**config.mk**
```make
export PLATFORM = sky130hd
export DESIGN_NAME = sync_fifo_128_flat
export DESIGN_NICKNAME = d
export VERILOG_FILES = /design/src/rtl/fifo_pkg.sv /design/src/rtl/sync_fifo_128_if.sv /design/src/rtl/fifo_mem_2p.sv /design/src/rtl/sync_fifo_128.sv /design/src/flat_wrapper.sv
export SDC_FILE = /design/constraint.sdc
export NUM_CORES = 2
export LEC_CHECK = 0
export BUFFER_PORTS_ARGS = -buffer_cell sky130_fd_sc_hd__buf_2
export CORE_ASPECT_RATIO = 1.5
export CORE_MARGIN = 5
export CORE_UTILIZATION = 45
export CTS_CLUSTER_SIZE = 40
export DETAILED_ROUTE_END_ITERATION = 12
export SLEW_MARGIN = 20
export SYNTH_ARGS = -nofsm -noshare
export SYNTH_HDL_FRONTEND = slang
export SYNTH_SLANG_ARGS = --single-unit
```
**constraint.sdc**
```tcl
create_clock -name clk -period 15.6 [get_ports clk]
set_clock_uncertainty 0.1 [all_clocks]
set_input_delay 3.12 -clock clk [delete_from_list [all_inputs] [get_ports clk]]
set_output_delay 3.12 -clock clk [all_outputs]
set_load 0.005 [all_outputs]
```
**src/rtl/fifo_pkg.sv**
```systemverilog
// Shared constants and types for the 128-bit synchronous FIFO.
package fifo_pkg;

   localparam int unsigned DATA_W         = 128;
   localparam int unsigned DEPTH          = 16;
   localparam int unsigned AF_THR_DEFAULT = DEPTH - 2;
   localparam int unsigned AE_THR_DEFAULT = 2;
   localparam int unsigned PTR_W          = $clog2(DEPTH);
   localparam int unsigned CNT_W          = PTR_W + 1;

   typedef struct packed {
      logic full;
      logic alm_full;
      logic empty;
      logic alm_empty;
   } fifo_flags_t;

endpackage

```
**src/rtl/sync_fifo_128_if.sv**
```systemverilog
// FIFO request/data/status bundle; master drives requests, slave is the FIFO.
interface sync_fifo_128_if #(
   parameter int unsigned DATA_W = fifo_pkg::DATA_W
) ();

   logic              i_wren;
   logic              i_rden;
   logic [DATA_W-1:0] i_wrdata;
   logic [DATA_W-1:0] o_rddata;
   logic              o_full;
   logic              o_alm_full;
   logic              o_empty;
   logic              o_alm_empty;

   modport master (
      output i_wren, i_rden, i_wrdata,
      input  o_rddata, o_full, o_alm_full, o_empty, o_alm_empty
   );

   modport slave (
      input  i_wren, i_rden, i_wrdata,
      output o_rddata, o_full, o_alm_full, o_empty, o_alm_empty
   );

endinterface

```
**src/rtl/fifo_mem_2p.sv**
```systemverilog
// Simple dual-port storage: synchronous write, registered synchronous read.
module fifo_mem_2p #(
   parameter int unsigned DATA_W = fifo_pkg::DATA_W,
   parameter int unsigned DEPTH  = fifo_pkg::DEPTH,
   localparam int unsigned AddrW = $clog2(DEPTH)
) (
   input  logic              clk_i,
   input  logic              rst_i,
   input  logic              wr_en_i,
   input  logic [AddrW-1:0]  wr_addr_i,
   input  logic [DATA_W-1:0] wr_data_i,
   input  logic              rd_en_i,
   input  logic [AddrW-1:0]  rd_addr_i,
   output logic [DATA_W-1:0] rd_data_o
);

   logic [DATA_W-1:0] mem_q [DEPTH];
   logic [DATA_W-1:0] rd_data_q;

   // Array is deliberately left without reset.
   always_ff @(posedge clk_i) begin
      if (wr_en_i) begin
         mem_q[wr_addr_i] <= wr_data_i;
      end
   end

   always_ff @(posedge clk_i) begin
      if (rst_i) begin
         rd_data_q <= '0;
      end else if (rd_en_i) begin
         rd_data_q <= mem_q[rd_addr_i];
      end
   end

   assign rd_data_o = rd_data_q;

endmodule

```
**src/rtl/sync_fifo_128.sv**
```systemverilog
// Synchronous FIFO: pointers, occupancy counter and status flags around fifo_mem_2p.
module sync_fifo_128 #(
   parameter int unsigned DATA_W = fifo_pkg::DATA_W,
   parameter int unsigned DEPTH  = fifo_pkg::DEPTH,
   parameter int unsigned AF_THR = DEPTH - 2,
   parameter int unsigned AE_THR = fifo_pkg::AE_THR_DEFAULT
) (
   input logic            clk,
   input logic            reset,
   sync_fifo_128_if.slave bus
);

   import fifo_pkg::*;

   localparam int unsigned PtrW = $clog2(DEPTH);
   localparam int unsigned CntW = PtrW + 1;

   logic [PtrW-1:0]   wr_ptr_q, wr_ptr_d;
   logic [PtrW-1:0]   rd_ptr_q, rd_ptr_d;
   logic [CntW-1:0]   cnt_q, cnt_d;
   logic              wr_acc, rd_acc;
   logic [DATA_W-1:0] rd_data;
   fifo_flags_t       flags;

   // Flags depend only on registered occupancy, never on this cycle's requests.
   always_comb begin
      flags           = '0;
      flags.full      = (cnt_q == CntW'(DEPTH));
      flags.alm_full  = (cnt_q >= CntW'(AF_THR));
      flags.empty     = (cnt_q == '0);
      flags.alm_empty = (cnt_q <= CntW'(AE_THR));
   end

   assign wr_acc = bus.i_wren & ~flags.full & ~reset;
   assign rd_acc = bus.i_rden & ~flags.empty & ~reset;

   always_comb begin
      wr_ptr_d = wr_ptr_q;
      rd_ptr_d = rd_ptr_q;
      cnt_d    = cnt_q;
      if (wr_acc) begin
         wr_ptr_d = wr_ptr_q + PtrW'(1);
      end
      if (rd_acc) begin
         rd_ptr_d = rd_ptr_q + PtrW'(1);
      end
      unique case ({wr_acc, rd_acc})
         2'b10:   cnt_d = cnt_q + CntW'(1);
         2'b01:   cnt_d = cnt_q - CntW'(1);
         default: cnt_d = cnt_q;
      endcase
   end

   always_ff @(posedge clk) begin
      if (reset) begin
         wr_ptr_q <= '0;
         rd_ptr_q <= '0;
         cnt_q    <= '0;
      end else begin
         wr_ptr_q <= wr_ptr_d;
         rd_ptr_q <= rd_ptr_d;
         cnt_q    <= cnt_d;
      end
   end

   fifo_mem_2p #(
      .DATA_W (DATA_W),
      .DEPTH  (DEPTH)
   ) u_mem (
      .clk_i     (clk),
      .rst_i     (reset),
      .wr_en_i   (wr_acc),
      .wr_addr_i (wr_ptr_q),
      .wr_data_i (bus.i_wrdata),
      .rd_en_i   (rd_acc),
      .rd_addr_i (rd_ptr_q),
      .rd_data_o (rd_data)
   );

   assign bus.o_rddata    = rd_data;
   assign bus.o_full      = flags.full;
   assign bus.o_alm_full  = flags.alm_full;
   assign bus.o_empty     = flags.empty;
   assign bus.o_alm_empty = flags.alm_empty;

endmodule

```
**src/flat_wrapper.sv**
```systemverilog
// flat-port wrapper written by rule: the top's interface ports become plain ports
module sync_fifo_128_flat import fifo_pkg::*;
#(
   parameter int unsigned DATA_W = fifo_pkg::DATA_W,
   parameter int unsigned DEPTH  = fifo_pkg::DEPTH,
   parameter int unsigned AF_THR = DEPTH - 2,
   parameter int unsigned AE_THR = fifo_pkg::AE_THR_DEFAULT
)
  (clk, reset, bus_i_wren, bus_i_rden, bus_i_wrdata, bus_o_rddata, bus_o_full, bus_o_alm_full, bus_o_empty, bus_o_alm_empty);
  sync_fifo_128_if #(.DATA_W(DATA_W)) bus_i ();
  input logic clk;
  input logic reset;
  input wire logic [$bits(bus_i.i_wren)-1:0] bus_i_wren;
  input wire logic [$bits(bus_i.i_rden)-1:0] bus_i_rden;
  input wire logic [$bits(bus_i.i_wrdata)-1:0] bus_i_wrdata;
  output wire logic [$bits(bus_i.o_rddata)-1:0] bus_o_rddata;
  output wire logic [$bits(bus_i.o_full)-1:0] bus_o_full;
  output wire logic [$bits(bus_i.o_alm_full)-1:0] bus_o_alm_full;
  output wire logic [$bits(bus_i.o_empty)-1:0] bus_o_empty;
  output wire logic [$bits(bus_i.o_alm_empty)-1:0] bus_o_alm_empty;
  assign bus_i.i_wren = bus_i_wren;
  assign bus_i.i_rden = bus_i_rden;
  assign bus_i.i_wrdata = bus_i_wrdata;
  assign bus_o_rddata = bus_i.o_rddata;
  assign bus_o_full = bus_i.o_full;
  assign bus_o_alm_full = bus_i.o_alm_full;
  assign bus_o_empty = bus_i.o_empty;
  assign bus_o_alm_empty = bus_i.o_alm_empty;
  sync_fifo_128 #(.DATA_W(DATA_W), .DEPTH(DEPTH), .AF_THR(AF_THR), .AE_THR(AE_THR)) u_core (.clk(clk), .reset(reset), .bus(bus_i));
endmodule
```
; ---- Word-level counts from Yosys, hierarchy flattened
; Memories as Yosys holds them, arrays and structs flattened. A register that Yosys moved wholly into a read port is not among the register bits.
; Index checks and enable logic that the tools add are counted.
[totals]
n_memories = 1
out_inout_bits = 132
latch_bits = 0
wordCells = 25
rom_bits = 0
ram_bits = 2048
register_bits = 13
inputBits = 132
[memory_table]
columns = memory, words, word_bits, read_ports, rd_ports_with_merged_regs, write_ports, line_no
row1 = u_core.u_mem.mem_q, 16, 128, 1, 1, 1, fifo_mem_2p.sv:17  ; logic [DATA_W-1:0] mem_q [DEPTH];
[classes]
n_eq_ne = 3
n_reduce_logical = 2
add_sub_neg = 4
bitwise_logic = 7
div_mod_pow = 0
shift = 0
n_mul = 0
muxes = 3
magnitude_cmp = 2
[ops]
columns = op, n
row1 = $pmux 5 s2, 1
row2 = $add 4x1->4 const B, 2
row3 = $add 5x1->5 const B, 1
row4 = $eq 5x5->1 const B, 1
row5 = $ge 5x4->1 const B, 1
row6 = $le 5x2->1 const B, 1
row7 = $logic_not 5->1, 1
row8 = $sub 5x1->5 const B, 1
row9 = $and 1x1->1, 4
row10 = $not 1->1, 3
row11 = $eq 2x1->1 const B, 1
row12 = $eq 2x2->1 const B, 1
row13 = $mux 1, 2
row14 = $reduce_bool 2->1, 1

; ---- Depth between registers and ports, before layout
[logic_depth]
word_depth = 6
depth_mapped = 11
mapped_depth_nobuf = 11

; ---- Cells and area by module
; A second synthesis with hierarchy kept.
[unflattened]
cells_unflattened = 4420
hier_area_um2 = 83545.1
[by_module_without_submodules]
columns = mod, cells_each, seq_area_each_um2, area_each_um2, instances
row1 = fifo_mem_2p, 4338, 64061.4, 82805.7, 1
row2 = sync_fifo_128, 82, 260.2, 739.5, 1

; ---- Least setup slack after synthesis
; Ideal clock, no wire load.
[synth_path]
path_type = input-to-reg
startpoint = input port reset
endpoint = memory u_core.u_mem.mem_q[3][0] (enable)
t_arrival_ns = 12.522
t_required_ns = 14.729
stages = 4
setup_time_ns = 0.771
path_buffers = 1
slack_ns = 2.206
path_cell_list = buf_2 > a211oi_1 > nand2_1 > nor3_1
[synth_between]
elab_chain_len = 4
[synth_rtl]
columns = element, line_no
row1 = start: declaration, flat_wrapper.sv:12  ; input logic reset;
row2 = $not 1->1, sync_fifo_128.sv:34  ; assign wr_acc = bus.i_wren & ~flags.full & ~reset;
row3 = $and 1x1->1, sync_fifo_128.sv:34
row4 = $mux 1, fifo_mem_2p.sv:22  ; if (wr_en_i) begin
row5 = $mux 1 (not written as such), fifo_mem_2p.sv:23  ; mem_q[wr_addr_i] <= wr_data_i;
row6 = end: declaration, fifo_mem_2p.sv:17
; No other way between the ends.

; ---- Worst setup path after layout
[layout_path]
startpoint = input port reset
endpoint = memory u_core.u_mem.mem_q[4][70] (enable)
; The elaborated chain is that of the path after synthesis.

==> summary.md <==
| Metric | Value |
|---|---|
| Avg Inst Size Synth | `23.3 um2` |
| Critical path arrival | `6520 ps` |
| Clock Path Buffers | `3` |
| Via density | `5.70` |
| Number of flops mapped to enable cells by yosys | `2048` |
| Share of cells above drive strength 1 | `31.8%` |
| Final worst-path cycle share | `39.6%` |
| Distinct cells, synth | `39` |
| Layout area overhead | `13.2%` |
| Setup CP Type | `input port to flip-flop` |
| Synth warn | `0` |
| First-pass GRT wire length | `274000 um` |
| Post-CTS Resized | `0` |
| Pwr/cell area | `132 nW/um2` |
| Antenna violations before repair | `44` |
| Die Area | `190000 um2` |
| Rel. slew slack | `26.4%` |
| Max_cap viols | `0` |
| Worst hold path type | `flip-flop to flip-flop` |
| Syn Std Cell Area | `81700 um2` |
| Hold buffers post-CTS | `0` |
| Insertion delay to the later sink of the worst-skew pair | `840 ps` |
| Place WS | `8550 ps` |
| Final setup violating endpoints | `0` |
| Synth Register Bits | `2189` |
| Max frequency | `0.162 GHz` |
| RSZ-0062 raised after global routing | `no` |
| Most common cell in the netlist | `edfxtp_1` |
| Root buffer selected by CTS | `clkbuf_16` |
| First-pass DRT Iterations | `5` |
| Die Wd | `358 um` |
| Routability cong. | `0.718` |
| Fraction of registers with async set/reset | `0%` |
| Crit path time final | `6180 ps` |
| Worst r2r path cells | `7` |
| # placed instances | `6059` |
| WL/cell | `28.9 um` |
| Num CTS Buffers | `198` |
| Hold depth | `2` |
| GRT overflow | `0` |
| Number of port buffers | `263` |
| I/O pin count | `264` |
| Chip height | `532 um` |
| Starting Density | `45.2%` |
| Total Routing Usage GR | `19.6%` |
| Synth top cells by count | `2048 x edfxtp_1, 512 x mux4_2, 141 x dfxtp_1` |
| CTS clk-pin slew, worst paths | `60 ps` |
| Startpoint Class | `input port` |
| Placed wire-length estimate | `100000 um` |
| Core Area | `181000 um2` |
| Gate Count Post-Synth | `3504` |
| Area after DPL | `85900 um2` |
| Status | `completed` |
| # DRC | `0` |
| Required time of the critical path | `15950 ps` |
| Post-route insts no fill | `6448` |
| Crit end category | `flip-flop` |
| DRT antenna net count | `0` |
| Final Slew Violations | `0` |
| Worst Max-Slew Pin Slew | `1100 ps` |
| Fillers | `14300` |
| Critical path peak fanout | `34` |
| Synth top area cells | `edfxtp_1 75%, mux4_2 14%, dfxtp_1 3.5%` |
| CTS tree | `built` |
| Row cnt | `191` |
| Final net count | `3989` |
| Post-Syn Nets | `3646` |
| Sequential-to-total area share from yosys stat | `78.7%` |
| Max VDD drop | `0.119 mV` |
| Routed vias | `36800` |
| Most used DFF post-synth | `edfxtp_1` |
| # clock sinks | `2189` |
| Leak pwr | `28.4 nW` |
| DR iter-0 viols | `2719` |
| Vias in the first global route | `39200` |
| Worst setup margin | `9420 ps` |
| Synth area leader | `edfxtp_1` |
| Largest net degree at the start of global routing | `141` |
| Post-route cell area | `92500 um2` |
| Hold Fails Final Rpt | `0` |
| Synth top area share | `75.3%` |
| Post-CTS Setup Inserts | `0` |
| Setup tns final | `0 ps` |
| # H-tree levels | `4` |
| Final wirelength | `186000 um` |
-- layer usage --
layer	track usage (%)	vias to the layer above	wire, um
met1	27.1	20000	77400
met3	3.64	228	10900
met5	0	-	89
met2	33.1	979	94800
li1	-	15600	-
met4	4.02	16	2940
-- per-stage QoR --
stage	hold WS [ps]	power (mW)	util, %
after floorplan	379	7.09	-
after global placement	373	7.40	47.6
after detailed placement	380	7.41	47.6
after CTS	394	12.3	51.2
after global routing	407	12.6	51.2
final	390	12.2	51.2
-- layout make-up --
cell class	instances	area, um2	area share, %
Antenna cell	14	35.0	0.0379
Clock buffer	272	5360	5.79
Clock inverter	103	1190	1.29
Inverter	9	33.8	0.0365
Multi-Input combinational cell	1118	16600	17.9
Sequential cell	2189	64300	69.5
Tap cell	2412	3020	3.26
Timing Repair Buffer	331	1950	2.11
-- cells in the final DEF, fill, tap and decap left out, drive strengths merged, types with 6 or more instances in the layout --
master  count
edfxtp   2048
a21oi       7
nor3        6
o21ai     129
inv        18
nand2      10
clkinv     70
nor2       32
a22oi     127
bufinv     22
diode      14
ha          9
mux2i     129
mux4      512
dfxtp     141
buf       331
clkbuf    272
mux2      129
-- power by group --
group | leakage, nW | switching, mW | internal [mW]
sequential | 19.6 | 0.0728 | 6.50
combinational | 5.57 | 0.404 | 0.289
clock | 3.20 | 2.12 | 2.78
total | 28.4 | 2.59 | 9.57
-- sequential cells by signal, summed over array words and instances, names as in the netlist --
signal,count
u_core.cnt_q,5
u_core.rd_ptr_q,4
u_core.u_mem.mem_q,2048
u_core.u_mem.rd_data_o,128
u_core.wr_ptr_q,4
-- kinds of logic (layout without fill, tap and decap cells) --
family | Yosys count | in the layout | synth area share [%]
multiplexers | 770 | 770 | 17.5
flip-flops | 2189 | 2189 | 78.7
AO/OA/AOI/OAI | 268 | 268 | 2.06
buffers and inverters | 197 | 715 | 1.17
XOR/XNOR | 8 | 8 | 0.0857
adder cells (fa/ha/maj) | 10 | 10 | 0.162
other | 0 | 14 | 0
AND/OR/NAND/NOR | 62 | 62 | 0.346
-- critical path, cell delays in order --
cell and delay [ps]:
buf_2 240, a211oi_1 760, nand2_1 440, nor2_4 720, buf_4 570, buf_4 620
-- worst paths after layout --
path / start / endpoint / slack (ps)
max: reset / u_core.u_mem.mem_q[4][70] / 9420
max reg2reg: u_core.rd_ptr_q[1] / u_core.u_mem.rd_data_o[63] / 10680
min: u_core.u_mem.rd_data_o[38] / u_core.u_mem.rd_data_o[38] / 390
min reg2reg: u_core.u_mem.rd_data_o[38] / u_core.u_mem.rd_data_o[38] / 390
(Power assumes the default switching activity.)
